File: src/rtl/btn_pkg.sv
// Shared types and default timing constants for the button event decoder.
package btn_pkg;

   typedef enum logic [1:0] {
      WAIT_REL,
      IDLE,
      PRESSED,
      LONG_HELD
   } btn_state_t;

   localparam int unsigned BTN_LONG_CNT_DEF   = 50_000_000;
   localparam int unsigned BTN_REPEAT_CNT_DEF = 12_500_000;

endpackage

File: src/rtl/btn_event_decoder_mod_wrap_cnt.sv
// Enable-driven mode index counter, wraps from NUM_MODES-1 back to 0.
module mod_wrap_cnt
   import btn_pkg::*;
#(
   parameter int unsigned NUM_MODES = 4,
   parameter int unsigned SEL_W     = $clog2(NUM_MODES)
) (
   input  logic             clk,
   input  logic             rst,
   input  logic             en,
   output logic [SEL_W-1:0] cnt
);

   localparam logic [SEL_W-1:0] LAST = SEL_W'(NUM_MODES - 1);

   always_ff @(posedge clk) begin
      if (rst) begin
         cnt <= '0;
      end else if (en) begin
         cnt <= (cnt == LAST) ? '0 : cnt + SEL_W'(1);
      end
   end

endmodule

File: src/rtl/btn_event_decoder.sv
// Turns a debounced button level into press/release/short/long/repeat events.
// Auto-repeat is built only when BTN_DECODER_AUTOREPEAT_EN is defined.
module btn_event_decoder
   import btn_pkg::*;
#(
   parameter int unsigned LONG_CNT   = BTN_LONG_CNT_DEF,
   parameter int unsigned REPEAT_CNT = BTN_REPEAT_CNT_DEF,
   parameter int unsigned NUM_MODES  = 4,
   localparam int unsigned SEL_W     = $clog2(NUM_MODES)
) (
   input  logic             clk,
   input  logic             rst,
   input  logic             stbl,
   output logic             press_pulse,
   output logic             release_pulse,
   output logic             short_pulse,
   output logic             long_pulse,
   output logic             repeat_pulse,
   output logic             held,
   output logic [SEL_W-1:0] sel,
   output logic             bypass
);

   localparam int unsigned HOLD_W = $clog2(LONG_CNT) + 1;
   localparam logic [HOLD_W-1:0] HOLD_LAST = HOLD_W'(LONG_CNT - 1);
   localparam logic [HOLD_W-1:0] HOLD_MAX  = '1;

   if (LONG_CNT < 2 || REPEAT_CNT < 1 || NUM_MODES < 2) begin : g_bad_param
      $error("btn_event_decoder: invalid parameters");
   end

   btn_state_t        state_q, state_d;
   logic [HOLD_W-1:0] hold_q, hold_d;
   logic              press_d, rel_d, short_d, long_d, repeat_d;
   logic              repeat_q, bypass_d;

`ifdef BTN_DECODER_AUTOREPEAT_EN
   localparam int unsigned RPT_W = $clog2(REPEAT_CNT) + 1;
   localparam logic [RPT_W-1:0] RPT_LAST = RPT_W'(REPEAT_CNT - 1);
   localparam logic [RPT_W-1:0] RPT_MAX  = '1;

   logic [RPT_W-1:0] rpt_q, rpt_d;

   always_ff @(posedge clk) begin
      if (rst) rpt_q <= '0;
      else     rpt_q <= rpt_d;
   end
`endif

   always_comb begin
      state_d  = state_q;
      hold_d   = hold_q;
      press_d  = 1'b0;
      rel_d    = 1'b0;
      short_d  = 1'b0;
      long_d   = 1'b0;
      repeat_d = 1'b0;
      bypass_d = bypass;
`ifdef BTN_DECODER_AUTOREPEAT_EN
      rpt_d    = rpt_q;
`endif
      unique case (state_q)
         WAIT_REL: begin
            if (!stbl) state_d = IDLE;
         end
         IDLE: begin
            if (stbl) begin
               state_d = PRESSED;
               press_d = 1'b1;
               hold_d  = '0;
            end
         end
         PRESSED: begin
            // a release on the threshold edge still counts as short
            if (!stbl) begin
               state_d = IDLE;
               rel_d   = 1'b1;
               short_d = 1'b1;
            end else if (hold_q == HOLD_LAST) begin
               state_d  = LONG_HELD;
               long_d   = 1'b1;
               bypass_d = ~bypass;
`ifdef BTN_DECODER_AUTOREPEAT_EN
               rpt_d    = '0;
`endif
            end else if (hold_q != HOLD_MAX) begin
               hold_d = hold_q + HOLD_W'(1);
            end
         end
         LONG_HELD: begin
            if (!stbl) begin
               state_d = IDLE;
               rel_d   = 1'b1;
            end
`ifdef BTN_DECODER_AUTOREPEAT_EN
            else if (rpt_q == RPT_LAST) begin
               rpt_d    = '0;
               repeat_d = 1'b1;
            end else if (rpt_q != RPT_MAX) begin
               rpt_d = rpt_q + RPT_W'(1);
            end
`endif
         end
         default: state_d = WAIT_REL;
      endcase
   end

   always_ff @(posedge clk) begin
      if (rst) begin
         state_q       <= WAIT_REL;
         hold_q        <= '0;
         press_pulse   <= 1'b0;
         release_pulse <= 1'b0;
         short_pulse   <= 1'b0;
         long_pulse    <= 1'b0;
         repeat_q      <= 1'b0;
         bypass        <= 1'b0;
      end else begin
         state_q       <= state_d;
         hold_q        <= hold_d;
         press_pulse   <= press_d;
         release_pulse <= rel_d;
         short_pulse   <= short_d;
         long_pulse    <= long_d;
         repeat_q      <= repeat_d;
         bypass        <= bypass_d;
      end
   end

   assign repeat_pulse = repeat_q;
   assign held = (state_q == PRESSED) || (state_q == LONG_HELD);

   // next-cycle enable keeps sel aligned with its short/repeat pulse
   mod_wrap_cnt #(
      .NUM_MODES (NUM_MODES),
      .SEL_W     (SEL_W)
   ) u_sel (
      .clk (clk),
      .rst (rst),
      .en  (short_d | repeat_d),
      .cnt (sel)
   );

endmodule

File: config.mk
export PLATFORM = sky130hd
export DESIGN_NAME = btn_event_decoder
export DESIGN_NICKNAME = d
export VERILOG_FILES = /design/src/rtl/btn_pkg.sv /design/src/rtl/btn_event_decoder_mod_wrap_cnt.sv /design/src/rtl/btn_event_decoder.sv
export SDC_FILE = /design/constraint.sdc
export NUM_CORES = 1
export LEC_CHECK = 0
export ABC_AREA = 1
export CAP_MARGIN = 5
export CORE_ASPECT_RATIO = 0.8
export CORE_MARGIN = 2
export CORE_UTILIZATION = 60
export CTS_CLUSTER_DIAMETER = 60
export DETAILED_ROUTE_END_ITERATION = 16
export GPL_TIMING_DRIVEN = 0
export MAX_ROUTING_LAYER = met4
export PLACE_DENSITY = 0.79
export SLEW_MARGIN = 30
export SYNTH_ARGS = -nofsm -noshare
export SYNTH_HDL_FRONTEND = slang
export SYNTH_SLANG_ARGS = --single-unit
File: constraint.sdc
create_clock -name clk -period 2.5 [get_ports clk]
set_input_delay 0.5 -clock clk [delete_from_list [all_inputs] [get_ports clk]]
set_output_delay 0.5 -clock clk [all_outputs]
set_load 0.02 [all_outputs]
# Word-level counts from Yosys, hierarchy flattened
# Index checks and enable logic that the tools add are counted.
totals:
  ff_bits: 36
  latchBits: 0
  ram_bits: 0
  rom_bits: 0
  in_bits: 3
  mem_count: 0
op_classes:
  addsub: 2
  mul: 0
  n_div: 0
  order_cmp: 0
  n_eq_ne: 12
  n_shift: 0
  muxes: 15
  bitwise: 5
  reduce_logical: 11
ops:
  columns: ["op", "count"]
  rows:
  - ["$mux 27", 4]
  - ["$pmux 27 s2", 1]
  - ["$add 27x1->27 const B", 1]
  - ["$eq 27x26->1 const B", 1]
  - ["$ne 27x27->1 const B", 1]
  - ["$mux 2", 5]
  - ["$ne 2x2->1 const B", 5]
  - ["$reduce_or 2->1", 4]
  - ["$eq 2x2->1 const B", 3]
  - ["$pmux 2 s3", 1]
  - ["$reduce_and 3->1", 2]
  - ["$not 1->1", 5]
  - ["$reduce_and 5->1", 1]
  - ["$mux 1", 4]
  - ["$ne 3x3->1 const B", 1]
  - ["$reduce_or 3->1", 1]
  - ["$add 2x1->2 const B", 1]
  - ["$eq 2x1->1 const B", 1]
  - ["$logic_not 2->1", 1]
  - ["$reduce_bool 2->1", 1]
  - ["$logic_or 1x1->1", 1]

# Depth between registers and ports, before layout
depth:
  depth_word: 5
  ltp_mapped: 13

# Cells and area by module
# Synthesis repeated with hierarchy kept, for this count alone.
hier_totals:
  hier_cells: 403
  hier_area_um2: 2493.6
modules_own_cells:
  columns: ["module", "n_inst", "cells_per_inst", "area_per_inst_um2"]
  rows:
  - ["btn_event_decoder", 1, 389, 2393.5]
  - ["mod_wrap_cnt", 1, 14, 100.1]

# Worst setup path before layout
# No wires, ideal clock.
synth_timing:
  path_kind: "register to register"
  start: "register hold_q[0]"
  end: "register hold_q[0]"
  setup_time_ps: 114
  arrival_ps: 1618
  t_required_ps: 2386
  slack_ps: 768
  stages_incl_launch_ff: 13
  period_less_slack_ps: 1732
  cell_sequence: "dfxtp_1 > ha_1 > nand2_2 > nor2_4 > nand2_4 > nor2_8 > nand2_2 > nand3_2 > nand2_4 > buf_6 > buf_6 > a21oi_2 > nor2_1"
synth_between:
  elab_chain_cells: 5
  word_cells_on_any_way: 10
synth_lines:
  columns: ["element", "line_no", "rtl"]
  rows:
  - ["start, declared", "btn_event_decoder.sv:33", "logic [HOLD_W-1:0] hold_q, hold_d;"]
  - ["start signal, assigned", "btn_event_decoder.sv:120", "hold_q <= hold_d;"]
  - ["$add 27x1->27", "btn_event_decoder.sv:87", "hold_d = hold_q + HOLD_W'(1);"]
  - ["$mux 27", "btn_event_decoder.sv:86", "end else if (hold_q != HOLD_MAX) begin"]
  - ["$mux 27", "btn_event_decoder.sv:79", "end else if (hold_q == HOLD_LAST) begin"]
  - ["$mux 27", "btn_event_decoder.sv:75", "if (!stbl) begin"]
  - ["$pmux 27 s2", "btn_event_decoder.sv:62", "unique case (state_q)"]
# Several ways; a longest one is shown, not always the timed one. The select of a mux whose other input is x is not followed.
# A chain may end at the register's enable or synchronous reset.

# Worst setup path in the final report
layout_timing:
  start: "register state_q[0]"
  end: "output held"
layout_between:
  elab_chain_cells: 2
  word_cells_on_any_way: 3
layout_lines:
  columns: ["element", "line_no", "rtl"]
  rows:
  - ["start, declared", "btn_event_decoder.sv:32", "btn_state_t state_q, state_d;"]
  - ["start signal, assigned", "btn_event_decoder.sv:119", "state_q <= state_d;"]
  - ["$eq 2x2->1", "btn_event_decoder.sv:131", "assign held = (state_q == PRESSED) || (state_q == LONG_HELD);"]
  - ["$logic_or 1x1->1 *", "btn_event_decoder.sv:131", null]
  - ["end, declared", "btn_event_decoder.sv:19", "output logic held,"]
# Mark *: on every way between the ends. The rest lies on a longest branch, timed or not.

==> summary.md <==
| Metric | Value |
|---|---|
| Run status | finished clean |
| Count leader, synth | nand2_1 |
| Clock tree buffer depth | 2 |
| R2r setup slk | 0.53 ns |
| Final Slew Violations | 0 |
| Chip width | 75.3 microns |
| Num Clock Sinks | 36 |
| Total negative slack | 0 ns |
| DP HPWL | 4650 microns |
| Most common cell on crit path | inv_1 |
| CTS tree | built |
| Share of layout cells above drive strength 1 | 0.100 |
| Post-CTS Repair Setup Buffers | 0 |
| Reg-to-reg startpoint | hold_q[0] |
| H-Tree Depth | 2 |
| Antenna violations before repair | 0 |
| FP Rows | 20 |
| Post-synthesis average cell area | 6.23 sq um |
| N_diodes | 0 |
| Vias in the first global route | 2202 |
| First-pass GRT wire length | 10100 microns |
| Die Y | 61.1 microns |
| PD cells | 855 nW/um^2 |
| Cell family with most CP delay | buffers and inverters |
| Pin count of the biggest net entering global routing | 12 |
| Ys Warns | 0 |
| Worst hold start | hold_q[7] |
| Routed wire length | 6080 microns |
| Initial core utilization | 0.634 |
| Core Box Area | 3850 sq um |
| RSZ-0062 raised after global routing | no |
| Crit. End Element | output port |
| Top post-synthesis cells by area | dfxtp_1 30%, nand2_1 16%, nand3_1 11%, nor2_1 11%, inv_1 5.1% |
| Clk_lat worst skew | 0.29 ns |
| Final setup viols | 0 |
| Worst endpoint required time | 2.00 ns |
| Period Utilization, post-route | 0.916 |
| Max rail drop VDD | 586 uV |
| Flops & latches, synth | 36 |
| Hold Slack | 0.517 ns |
| Synth Cell Area | 2440 sq um |
| Inst Count DP | 457 |
| Drt first pass iters | 6 |
| Post-route ant nets | 0 |
| Number of nets in the layout | 417 |
| Seq/Total Area, Yosys | 0.295 |
| Crit path kind | reg -> out |
| Routed WL per cell | 13.1 microns |
| Yosys top cell area share | 0.295 |
| WHS Endpoint | hold_q[7] |
| Remaining global-route overflow | 0 |
| Input/output buffers | 10 |
| Post-Syn Instances | 392 |
| Post-route insts no fill | 465 |
| Mapped Nets | 400 |
| Synth area leader | dfxtp_1 |
| Critical path peak fanout | 10 |
| Top Ports | 12 |
| Placer Congestion | 0.972 |
| Fin crit period | 2.29 ns |
| Vias | 2531 |
| F_max | 437 MHz |
| Critical path buffer and inverter count | 4 |
| Ys flop type | dfxtp_1 |
| MaxCap Viol Count | 0 |
| Die ar. | 4600 sq um |
| 1st-iter DRT viols | 195 |
| Vias per cell | 5.44 |
| Hold Path Class | reg -> reg |
| Area Overhead vs Synth | 11.4% |
| Element type at the critical path start | register |
| Measured slew at the worst slew-check pin | 0.756 ns |
| R2R cell count | 12 |
| CTS Buf Count | 5 |
| Worst reg2reg endpoint | hold_q[19] |
| Crit-path cells | inv_1, ha_1, clkbuf_4, nor2_1, inv_1, dlygate4sd2_1 |
| Worst hold path cell count | 2 |
| Clk slew on worst S/H paths | 0.08 ns |
| Total power | 0.00233 W |
| Arr. time, crit path | 1.79 ns |
| Ys async rst share | 0 |
| Worst stage delay on the critical path | 0.38 ns |
| Slew Limit Headroom | 0.496 |
| Leakage | 1.04 nW |
| Most frequent cells after synthesis | 105 x nand2_1, 71 x nor2_1, 54 x nand3_1 |
| Post-route clock skew | 0.00777 ns |
| Clk root buf | clkbuf_8 |
| Post-route DRC | 0 |
| EDFF count, synth | 0 |
| Overall routing resource usage | 0.298 |
| Cell variety after synth | 29 |
| CP max-delay cell | dfxtp_1 |
| Final Hold Viols | 0 |
==> cells in the final DEF (no fill, tap or decap), types with 5 or more instances in the layout <==
cell type        netlist  layout
a21oi_1               18      18
a21oi_2               10      10
clkbuf_1               9       9
clkbuf_8               0       5
clkdlybuf4s50_1        0       9
dfxtp_1               36      36
ha_1                   5       5
inv_1                 33      33
nand2_1              105     105
nand2_2                7       7
nand3_1               54      54
nor2_1                71      71
o21ai_0                5       5
xor2_1                 6       6
==> metrics by stage <==
stage	util	cell area (sq um)	setup WS [ns]
2_1_floorplan	-	2440	0.768
3_3_place_gp	0.678	2610	0.145
3_5_place_dp	0.678	2610	0.0497
4_1_cts	0.706	2720	0.206
5_1_grt	0.706	2720	0.100
6_report	0.706	2720	0.210
==> state kept, by name (all words and copies together), names as in the netlist <==
signal         flops
state_q            2
bypass             1
long_pulse         1
u_sel.cnt          2
short_pulse        1
hold_q            27
release_pulse      1
press_pulse        1
==> per-layer routing <==
metal | share of wire | routed length, microns | track usage
met3 | 0.069 | 418 | 0.0458
met4 | 0.016 | 95 | 0.0602
met1 | 0.47 | 2840 | 0.398
met2 | 0.45 | 2720 | 0.484
met5 | 0 | 0 | -
==> cells by family (layout without fill, tap and decap cells) <==
kind of cell               count (synthesis)  after routing  share of synthesized area
other                                      1              1                    0.00154
adders and majority gates                  5              5                     0.0256
DFF                                       36             36                      0.295
xor gates and xnor gates                   8              8                     0.0287
buffers and inverters                     50             68                     0.0912
and+or+nand+nor                          253            253                      0.455
AOI/OAI and AO/OA                         39             39                      0.102
==> how the worst max path moves through the flow <==
stage	from	to	slack, ns	cells after the start
after floorplan	hold_q[0]	hold_q[0]	0.77	12
after global placement	state_q[0]	held	0.14	6
after detailed placement	state_q[0]	held	0.05	6
after CTS	state_q[0]	held	0.21	6
after global routing	state_q[0]	held	0.10	6
final	state_q[0]	held	0.21	6
==> where the power goes <==
group | total (W) | internal (W) | switching, W
combinational | 0.000960 | 0.000376 | 0.000585
sequential | 0.000848 | 0.000689 | 0.000159
clock | 0.000517 | 0.000296 | 0.000221
total | 0.00233 | 0.00136 | 0.000965
==> area by class of cell <==
class,instances,area (sq um)
Multi-Input combinational cell,306,1500
Tap cell,55,68.8
Inverter,35,131
Buffer,15,95.1
Sequential cell,36,721
Clock buffer,6,72.6
Clock inverter,2,35.0
Timing Repair Buffer,10,98.8
Fill cell,381,1130
==> repair_timing <==
action,in CTS,in global routing
hold buffers,0,0
gates resized for setup,3,0
setup endpoints to repair,1,0
==> worst register-to-register path: stages (launching register included) <==
cell,delay [ns]
dfxtp_1,0.40
ha_1,0.28
nand2_2,0.09
nor2_4,0.13
nand2_4,0.10
nor2_8,0.15
nand2_2,0.07
nand3_2,0.09
nand2_4,0.06
buf_6,0.15
buf_6,0.16
a21oi_2,0.13
nor2_1,0.06
Power figures use the tool's default switching activity.
